`config.mk`:
```
export PLATFORM = sky130hd
export DESIGN_NAME = valid_data_receiver_flat
export DESIGN_NICKNAME = d
export VERILOG_FILES = /design/src/rtl/valid_data_rx_pkg.sv /design/src/rtl/valid_data_receiver_if.sv /design/src/rtl/valid_data_rx_fifo.sv /design/src/rtl/valid_data_receiver.sv /design/src/flat_wrapper.sv
export SDC_FILE = /design/constraint.sdc
export NUM_CORES = 1
export LEC_CHECK = 0
export CAP_MARGIN = 15
export CORE_MARGIN = 4
export CORE_UTILIZATION = 30
export CTS_CLUSTER_DIAMETER = 100
export DETAILED_ROUTE_END_ITERATION = 16
export DONT_BUFFER_PORTS = 1
export GPL_TIMING_DRIVEN = 0
export HOLD_SLACK_MARGIN = 0.12
export SLEW_MARGIN = 0
export SYNTH_ARGS = -nofsm -noshare
export SYNTH_HDL_FRONTEND = slang
export SYNTH_HIERARCHICAL = 1
export SYNTH_SLANG_ARGS = --single-unit
export TNS_END_PERCENT = 50
```
`constraint.sdc`:
```
create_clock -name clk -period 2.3 [get_ports clk]
set_input_delay 0.46 -clock clk [delete_from_list [all_inputs] [get_ports clk]]
set_output_delay 0.46 -clock clk [all_outputs]
set_load 0.005 [all_outputs]
```
`src/rtl/valid_data_rx_pkg.sv`:
```
// Shared types, default parameters and the saturating counter helper for the valid/data sink.
package valid_data_rx_pkg;

    localparam int unsigned DEF_DATA_W    = 3;
    localparam int unsigned DEF_DEPTH     = 4;
    localparam int unsigned DEF_CNT_W     = 8;
    localparam int unsigned DEF_MATCH_VAL = 5;

    typedef enum logic [0:0] {
        RX_IDLE   = 1'b0,
        RX_ACTIVE = 1'b1
    } rx_state_e;

    // Increment that holds at max_v instead of wrapping.
    function automatic logic [31:0] sat_inc(input logic [31:0] v, input logic [31:0] max_v);
        return (v >= max_v) ? v : v + 32'd1;
    endfunction

endpackage

```
`src/rtl/valid_data_receiver_if.sv`:
```
// Stream, read-port and statistics bundle between the stimulus side and the receiver.
interface valid_data_receiver_if #(
    parameter int unsigned DATA_W = 3,
    parameter int unsigned CNT_W  = 8,
    parameter int unsigned LVL_W  = 3
);
    logic              valid;
    logic [DATA_W-1:0] data;
    logic              ready;
    logic              rd_en;
    logic              rd_valid;
    logic [DATA_W-1:0] rd_data;
    logic [LVL_W-1:0]  level;
    logic              overflow;
    logic              match_seen;
    logic [CNT_W-1:0]  beat_cnt;
    logic [CNT_W-1:0]  burst_cnt;
    logic [CNT_W-1:0]  last_burst_len;

    modport master (
        output valid, data, rd_en,
        input  ready, rd_valid, rd_data, level, overflow, match_seen,
               beat_cnt, burst_cnt, last_burst_len
    );

    modport slave (
        input  valid, data, rd_en,
        output ready, rd_valid, rd_data, level, overflow, match_seen,
               beat_cnt, burst_cnt, last_burst_len
    );
endinterface

```
`src/rtl/valid_data_rx_fifo.sv`:
```
// First-word-fall-through FIFO with occupancy count; full/empty derive from the count.
module valid_data_rx_fifo #(
    parameter int unsigned DATA_W = 3,
    parameter int unsigned DEPTH  = 4
) (
    input  logic                      clk,
    input  logic                      rst,
    input  logic                      push,
    input  logic                      pop,
    input  logic [DATA_W-1:0]         wdata,
    output logic [DATA_W-1:0]         rdata,
    output logic [$clog2(DEPTH):0]    level,
    output logic                      full,
    output logic                      empty
);
    localparam int unsigned PTR_W = $clog2(DEPTH);
    localparam int unsigned LVL_W = PTR_W + 1;

    logic [DATA_W-1:0] mem_q [DEPTH];
    logic [PTR_W-1:0]  wptr_q, wptr_d;
    logic [PTR_W-1:0]  rptr_q, rptr_d;
    logic [LVL_W-1:0]  level_q, level_d;

    always_comb begin
        wptr_d  = wptr_q;
        rptr_d  = rptr_q;
        level_d = level_q;
        if (push) wptr_d = wptr_q + PTR_W'(1);
        if (pop)  rptr_d = rptr_q + PTR_W'(1);
        case ({push, pop})
            2'b10:   level_d = level_q + LVL_W'(1);
            2'b01:   level_d = level_q - LVL_W'(1);
            default: level_d = level_q;
        endcase
    end

    // Storage is reset so the fall-through head reads zero out of reset.
    always_ff @(posedge clk or posedge rst) begin
        if (rst) begin
            for (int i = 0; i < int'(DEPTH); i++) mem_q[i] <= '0;
            wptr_q  <= '0;
            rptr_q  <= '0;
            level_q <= '0;
        end else begin
            if (push) mem_q[wptr_q] <= wdata;
            wptr_q  <= wptr_d;
            rptr_q  <= rptr_d;
            level_q <= level_d;
        end
    end

    assign rdata = mem_q[rptr_q];
    assign level = level_q;
    assign full  = (level_q == LVL_W'(DEPTH));
    assign empty = (level_q == '0);

endmodule

```
`src/rtl/valid_data_receiver.sv`:
```
// Sink for the valid/data stream: FIFO buffering, burst tracking and sticky match/overflow flags.
module valid_data_receiver
    import valid_data_rx_pkg::*;
#(
    parameter int unsigned DATA_W    = DEF_DATA_W,
    parameter int unsigned DEPTH     = DEF_DEPTH,
    parameter int unsigned CNT_W     = DEF_CNT_W,
    parameter int unsigned MATCH_VAL = DEF_MATCH_VAL
) (
    input  logic                          clk,
    input  logic                          rst,
    valid_data_receiver_if.slave          bus
);
    localparam logic [0:0]  IDLE    = RX_IDLE;
    localparam logic [0:0]  ACTIVE  = RX_ACTIVE;
    localparam logic [31:0] CNT_MAX = 32'((64'd1 << CNT_W) - 64'd1);

    logic [0:0]       state_q, state_d;
    logic [CNT_W-1:0] run_len_q, run_len_d;
    logic [CNT_W-1:0] last_len_q, last_len_d;
    logic [CNT_W-1:0] burst_cnt_q, burst_cnt_d;
    logic [CNT_W-1:0] beat_cnt_q, beat_cnt_d;
    logic             overflow_q, overflow_d;
    logic             match_q, match_d;

    logic full_c, empty_c, push_c, pop_c, ready_c;

    assign ready_c = !full_c;
    assign push_c  = bus.valid && ready_c;
    assign pop_c   = bus.rd_en && !empty_c;

    valid_data_rx_fifo #(
        .DATA_W (DATA_W),
        .DEPTH  (DEPTH)
    ) u_fifo (
        .clk   (clk),
        .rst   (rst),
        .push  (push_c),
        .pop   (pop_c),
        .wdata (bus.data),
        .rdata (bus.rd_data),
        .level (bus.level),
        .full  (full_c),
        .empty (empty_c)
    );

    always_comb begin
        state_d     = state_q;
        run_len_d   = run_len_q;
        last_len_d  = last_len_q;
        burst_cnt_d = burst_cnt_q;
        beat_cnt_d  = beat_cnt_q;
        overflow_d  = overflow_q;
        match_d     = match_q;

        if (push_c) begin
            beat_cnt_d = CNT_W'(sat_inc(32'(beat_cnt_q), CNT_MAX));
            if (bus.data == DATA_W'(MATCH_VAL)) match_d = 1'b1;
        end
        if (bus.valid && !ready_c) overflow_d = 1'b1;

        // Burst length follows valid, including beats the FIFO drops.
        case (state_q)
            IDLE: begin
                if (bus.valid) begin
                    state_d   = ACTIVE;
                    run_len_d = CNT_W'(1);
                end
            end
            ACTIVE: begin
                if (bus.valid) begin
                    run_len_d = CNT_W'(sat_inc(32'(run_len_q), CNT_MAX));
                end else begin
                    state_d     = IDLE;
                    last_len_d  = run_len_q;
                    burst_cnt_d = CNT_W'(sat_inc(32'(burst_cnt_q), CNT_MAX));
                end
            end
            default: state_d = IDLE;
        endcase
    end

    always_ff @(posedge clk or posedge rst) begin
        if (rst) begin
            state_q     <= IDLE;
            run_len_q   <= '0;
            last_len_q  <= '0;
            burst_cnt_q <= '0;
            beat_cnt_q  <= '0;
            overflow_q  <= 1'b0;
            match_q     <= 1'b0;
        end else begin
            state_q     <= state_d;
            run_len_q   <= run_len_d;
            last_len_q  <= last_len_d;
            burst_cnt_q <= burst_cnt_d;
            beat_cnt_q  <= beat_cnt_d;
            overflow_q  <= overflow_d;
            match_q     <= match_d;
        end
    end

    assign bus.ready          = ready_c;
    assign bus.rd_valid       = !empty_c;
    assign bus.overflow       = overflow_q;
    assign bus.match_seen     = match_q;
    assign bus.beat_cnt       = beat_cnt_q;
    assign bus.burst_cnt      = burst_cnt_q;
    assign bus.last_burst_len = last_len_q;

endmodule

```
`src/flat_wrapper.sv`:
```
// flat-port wrapper written by rule: the top's interface ports become plain ports
module valid_data_receiver_flat import valid_data_rx_pkg::*;
#(
    parameter int unsigned DATA_W    = DEF_DATA_W,
    parameter int unsigned DEPTH     = DEF_DEPTH,
    parameter int unsigned CNT_W     = DEF_CNT_W,
    parameter int unsigned MATCH_VAL = DEF_MATCH_VAL
)
  (clk, rst, bus_valid, bus_data, bus_rd_en, bus_ready, bus_rd_valid, bus_rd_data, bus_level, bus_overflow, bus_match_seen, bus_beat_cnt, bus_burst_cnt, bus_last_burst_len);
  valid_data_receiver_if #(.DATA_W(DATA_W), .CNT_W(CNT_W), .LVL_W(3)) bus_i ();
  input  logic clk;
  input  logic rst;
  input wire logic [$bits(bus_i.valid)-1:0] bus_valid;
  input wire logic [$bits(bus_i.data)-1:0] bus_data;
  input wire logic [$bits(bus_i.rd_en)-1:0] bus_rd_en;
  output wire logic [$bits(bus_i.ready)-1:0] bus_ready;
  output wire logic [$bits(bus_i.rd_valid)-1:0] bus_rd_valid;
  output wire logic [$bits(bus_i.rd_data)-1:0] bus_rd_data;
  output wire logic [$bits(bus_i.level)-1:0] bus_level;
  output wire logic [$bits(bus_i.overflow)-1:0] bus_overflow;
  output wire logic [$bits(bus_i.match_seen)-1:0] bus_match_seen;
  output wire logic [$bits(bus_i.beat_cnt)-1:0] bus_beat_cnt;
  output wire logic [$bits(bus_i.burst_cnt)-1:0] bus_burst_cnt;
  output wire logic [$bits(bus_i.last_burst_len)-1:0] bus_last_burst_len;
  assign bus_i.valid = bus_valid;
  assign bus_i.data = bus_data;
  assign bus_i.rd_en = bus_rd_en;
  assign bus_ready = bus_i.ready;
  assign bus_rd_valid = bus_i.rd_valid;
  assign bus_rd_data = bus_i.rd_data;
  assign bus_level = bus_i.level;
  assign bus_overflow = bus_i.overflow;
  assign bus_match_seen = bus_i.match_seen;
  assign bus_beat_cnt = bus_i.beat_cnt;
  assign bus_burst_cnt = bus_i.burst_cnt;
  assign bus_last_burst_len = bus_i.last_burst_len;
  valid_data_receiver #(.DATA_W(DATA_W), .DEPTH(DEPTH), .CNT_W(CNT_W), .MATCH_VAL(MATCH_VAL)) u_core (.clk(clk), .rst(rst), .bus(bus_i));
endmodule
```
==> impl_metrics.toml, run 1 <==
[run_status]
status = "finished, final reports clean"

[finish]
regArea_um2 = 1350
nFillCells = 810
diodes = 0
final_nets = 226
utilization = 0.342
drive_above_1_share = 0.227
areaGrowthSynthToFinish_pct = 11.7
multi_input_area_um2 = 1090

[timing]
fin_ws_ps = 239
setup_viol = 0
skew_ps = 6.40
max_freq_mhz = 485
finalCriticalPeriod_ps = 2060
max_slew.worst_pin.slew_ps = 742
post-route-period-util = 0.896
hold_viol = 0
finalMaxSlewViolations = 0
max_slew_margin = 0.505
rsz0062_at_grt = "false"

[synthesis]
synth_cells = 203
ys.flop_type = "dfrtp_1"
yosysWarnings = 6
ys_ff_latch = 54
syn_area_per_cell_um2 = 12.3
async_flop_share = 1.00
synth-edff-count = 0
synthTopCellsByArea = "dfrtp_1 (54%), mux2_2 (9.9%), ha_1 (4.0%)"
yosysTopAreaCell = "dfrtp_1"
synth_fp_nets = 219
yosysSeqAreaShare = 0.539
yosysTopAreaCellShare = 0.539
synth_cell_type_count = 38
synthesis.area_um2 = 2500

[clock_tree]
cts_sinks = 54
cts_buffers = 5
htreeDepth = 2
hold_buffers = 0
clk_transition_reported_paths_ps = 90
cts_tree = "yes"
cts_root_buf = "clkbuf_8"
clk_latency_ps = 300
cts_buffer_depth = 2

[setup_path]
cp_slowest_cell = "dfrtp_1"
crit_family = "adder cells"
arrival_ps = 2290
slowest_delay_ps = 480
crit_top_cell = "xor2_1"
ff2ff_path_depth = 8
crit_type = "flip-flop to flip-flop"
r2r_start = "u_core/u_fifo/level[2]"
worstPathMaxFanout = 4
path_buf_inv = 1
start_kind = "flip-flop"
end_kind = "flip-flop"
rrSetupSlack_ps = 240
crit_path_cell_trace = "nor3_1 > nor2b_1 > ha_2 > inv_1 > fa_1 > xor2_1 > nor2_1 > xor2_1"
timing.rr.end = "u_core/u_fifo/level[2]"
worst_ep_required_time_ps = 2530

[place]
hpwl_um = 3730
gp_congestion = 0.781
place_ws_ps = -152
port_buffers = 0

[routing]
wl_per_cell_um = 15.7
totalWireLength_um = 4970
viasPerCell = 5.01
firstDrtPassIters = 4
vias = 1584
post-route-drc-count = 0
antenna_left = 0
drtIter0Drc = 29

[floorplanning]
die_w_um = 99.4
start_util = 0.306
dieArea_um2 = 9880
ios = 41
coreArea_um2 = 8180
rows = 33
die_h_um = 99.4

[min_path]
hp-class = "input pin to asynchronous set/reset pin"

[global_route]
grt-ovfl-total = 0
antenna_found_initial = 0
grt_max_degree = 36
grt_pass1_vias = 1556
grt_pass1_wl_um = 7980
grt.total_usage = 0.103

[pwr]
p_leak_nw = 1.22
p_per_area_nw_per_um2 = 1170
max-vdd-ir-drop_mv = 0.469

[run]
maxCapViolCount = 0
-- report_power, final --
part | leakage (nW) | switching, mW | internal (mW)
registers | 0.662 | 0.360 | 1.27
logic | 0.489 | 0.392 | 0.476
clock network | 0.0714 | 0.313 | 0.464
-- synth_stat cells (2+ instances only) --
library cell / instances
nor2_1: 5
mux2i_1: 2
o21ai_0: 2
and3_1: 3
a31oi_1: 8
nor3_1: 2
nand4_1: 5
and4_1: 5
a41oi_1: 2
ha_1: 8
a21oi_1: 9
mux4_1: 3
nand3_1: 3
buf_2: 3
mux2_2: 22
dfrtp_1: 54
nand2_1: 15
nor2b_1: 5
inv_1: 16
and3_2: 2
xor2_1: 4
xnor2_1: 9
-- how the worst max path moves through the flow --
stage | startpoint | end | depth (start not counted)
CTS | u_core/u_fifo/level[0] | u_core/u_fifo/level[2] | 11
global placement | u_core/u_fifo/level[2] | u_core/u_fifo/level[2] | 10
detailed placement | u_core/u_fifo/level[0] | u_core/u_fifo/level[2] | 11
finish | u_core/u_fifo/level[2] | u_core/u_fifo/level[2] | 8
floorplan | u_core/u_fifo/level[0] | u_core/u_fifo/level[2] | 11
global route | u_core/u_fifo/level[2] | u_core/u_fifo/level[2] | 8
-- through the flow --
step | instance area (µm²) | hold WS (ps) | power (mW) | cells | setup TNS, ps
6_report | 2800 | 141 | 3.28 | 316 | 0
5_1_grt | 2800 | 138 | 3.51 | 316 | 0
4_1_cts | 2790 | 159 | 3.33 | 316 | 0
3_5_place_dp | 2640 | 488 | 2.52 | 308 | -260
3_3_place_gp | 2640 | 479 | 2.46 | 308 | -99.8
2_1_floorplan | 2500 | 411 | 2.25 | 203 | 0
-- registers in the layout, indices dropped and copies added (netlist names) --
signal                     flops
u_core/bus.beat_cnt            8
u_core/bus.burst_cnt           8
u_core/bus.last_burst_len      8
u_core/bus.match_seen          1
u_core/bus.overflow            1
u_core/run_len_q               8
u_core/state_q                 1
u_core/u_fifo/level            3
u_core/u_fifo/mem_q           12
u_core/u_fifo/rptr_q           2
u_core/u_fifo/wptr_q           2
-- timing repair --
action                     4_1_cts  5_1_grt
resized for setup                4        4
pin swaps                        0        1
setup buffers                    0        1
setup endpoints to repair        2        1
-- routing by layer --
metal  routed length [µm]  GRT usage  up-vias
li1                     -          -      740
met1                 2110      0.120      792
met2                 2390      0.165       42
met3                  414     0.0547       10
met4                   57     0.0252        0
met5                    0          0        -
-- cell usage in the layout, fill, tap and decap left out, types with 2 or more instances in the layout --
cell type / Yosys / final
a31oi_1: 8 / 8
ha_1: 8 / 7
a41oi_1: 2 / 2
inv_1: 16 / 13
mux4_1: 3 / 3
xor2_1: 4 / 4
buf_2: 3 / 2
mux2_2: 22 / 22
and4_1: 5 / 5
nand3_1: 3 / 3
inv_2: 0 / 3
o21ai_0: 2 / 2
nor3_1: 2 / 2
nor2b_1: 5 / 4
nor2_1: 5 / 5
bufinv_16: 0 / 2
mux2i_1: 2 / 2
dfrtp_1: 54 / 53
nand4_1: 5 / 5
and3_2: 2 / 2
clkbuf_8: 0 / 6
xnor2_1: 9 / 9
nand2_1: 15 / 15
and3_1: 3 / 2
a21oi_1: 9 / 9
-- final cells by class --
type | count | area share
Inverter | 16 | 0.0215
Buffer | 2 | 0.00358
Timing Repair Buffer | 1 | 0.00268
Clock inverter | 2 | 0.0215
Multi-Input combinational cell | 130 | 0.391
Tap cell | 105 | 0.0470
Clock buffer | 6 | 0.0295
Sequential cell | 54 | 0.483
-- cells by family after synthesis --
kind of cell	count (synthesis)	synth area share
compound gates	32	0.0899
flops	54	0.539
simple gates	49	0.109
fa+ha+maj	9	0.0480
mux	27	0.138
buf+inv	19	0.0300
xor+xnor	13	0.0455
Note: power is estimated with default switching activity, not from simulation.
==> run 2, diff against run 1 <==
--- a/config.mk
+++ b/config.mk
@@ -13,6 +13,7 @@
 export DONT_BUFFER_PORTS = 1
 export GPL_TIMING_DRIVEN = 0
 export HOLD_SLACK_MARGIN = 0.12
+export SKIP_CTS_REPAIR_TIMING = 1
 export SLEW_MARGIN = 0
 export SYNTH_ARGS = -nofsm -noshare
 export SYNTH_HDL_FRONTEND = slang
==> run 2 against run 1 <==
Critical path depth rose by 2. Clock skew barely moved. First-iteration DRC count rose by 6.9%. Maximum frequency rose by 0.40%.
==> impl_metrics.toml, run 2 (synthesis gave the netlist of run 1 again) <==
[timing]
post-route-period-util = 0.893
max_slew.worst_pin.slew_ps = 739
max_freq_mhz = 487
finalMaxSlewViolations = 0
setup_tns_ps = 0
setup_viol = 0
max_slew_margin = 0.507
finalCriticalPeriod_ps = 2050
rsz0062_at_grt = "false"
skew_ps = 6.60
hold_viol = 0

[place]
hpwl_um = 3730
port_buffers = 0
gp_congestion = 0.781
post-place-cells = 308

[clock_tree]
cts_buffer_depth = 2
htreeDepth = 2
cts_tree = "yes"
cts_buffers = 5
clk_transition_reported_paths_ps = 100
clk_latency_ps = 310
cts_root_buf = "clkbuf_8"
cts_sinks = 54

[finish]
layout_commonest_cell = "dfrtp_1"
layout_common_cells = "dfrtp_1 (52), mux2_2 (22), nand2_1 (15), inv_1 (13)"
regMostFlops = "u_core/u_fifo/mem_q"
utilization = 0.342
areaGrowthSynthToFinish_pct = 11.7
final_nets = 226
diodes = 0
regArea_um2 = 1350
drive_above_1_share = 0.232
largest_reg_flops = 12
nFillCells = 810
fin_cells = 316
multi_input_area_um2 = 1090

[floorplanning]
ios = 41
rows = 33
die_w_um = 99.4
die_h_um = 99.4
coreArea_um2 = 8180
dieArea_um2 = 9880
start_util = 0.306

[run]
maxCapViolCount = 0

[global_route]
grt-ovfl-total = 0
grt_pass1_vias = 1561
grt_max_degree = 36
antenna_found_initial = 0
grt.total_usage = 0.103
grt_pass1_wl_um = 8000

[pwr]
p_leak_nw = 1.22
max-vdd-ir-drop_mv = 0.469
p_per_area_nw_per_um2 = 1170
total_power_mw = 3.29

[routing]
drtIter0Drc = 31
vias = 1581
antenna_left = 0
post-route-drc-count = 0
firstDrtPassIters = 4
wl_per_cell_um = 15.7
totalWireLength_um = 4980
viasPerCell = 5.00

[setup_path]
end_kind = "flip-flop"
worstPathMaxFanout = 13
start_kind = "flip-flop"
crit_type = "flip-flop to flip-flop"
worst_ep_required_time_ps = 2530
arrival_ps = 2280

[min_path]
hp-class = "input pin to asynchronous set/reset pin"

[run_status]
status = "finished, final reports clean"
-- run 2: cell counts in the layout (fill, tap and decap cells not counted) --
No cell type changed its count.
-- run 2: where the power goes --
group          switching (mW)  internal (mW)
registers               0.361           1.28
logic                   0.393          0.476
clock network           0.315          0.464
-- run 2: through the flow --
stage               hold slack [ps]  setup slack (ps)  area, µm²
floorplan                       411               285       2500
global placement                479             -61.1       2640
detailed placement              488              -152       2640
CTS                             159              -176       2780
global route                    138               107       2800
finish                          139               247       2800
-- run 2: final timing paths --
kind	startpoint	endpoint	slack, ps	depth (start not counted)
max	u_core/u_fifo/level[1]	u_core/u_fifo/level[2]	250	10
min	rst	u_core/bus.match_seen	140	1
max reg2reg	u_core/u_fifo/level[1]	u_core/u_fifo/level[2]	250	10
min reg2reg	u_core/bus.overflow	u_core/bus.overflow	510	1
max in group asynchronous	rst	u_core/u_fifo/level[2]	1640	1
min in group clk	bus_valid	u_core/state_q	170	0
-- run 2: layout make-up --
class | count | share of cell area
inverters | 16 | 0.0215
clock inverters | 2 | 0.0215
well taps | 105 | 0.0469
clock buffers | 6 | 0.0295
multi-input cells | 130 | 0.391
plain buffers | 2 | 0.00358
flip-flops and latches | 54 | 0.484
repair buffers | 1 | 0.00268
-- run 2: worst max-delay path, cell delays in order (launching register included) --
cell and delay, ps:
dfrtp_1 440, inv_2 100, and3_4 220, nor2b_4 80, inv_1 70, ha_2 180, inv_1 50, fa_1 380
xor2_1 150, nor2_1 140, xor2_1 170
-- run 2: routing by layer --
layer | global-route usage | part of all wire | vias up
met1 | 0.121 | 0.43 | 795
met4 | 0.0252 | 0.013 | 0
met5 | 0 | 0 | -
met2 | 0.165 | 0.48 | 38
li1 | - | - | 739
met3 | 0.0547 | 0.080 | 9
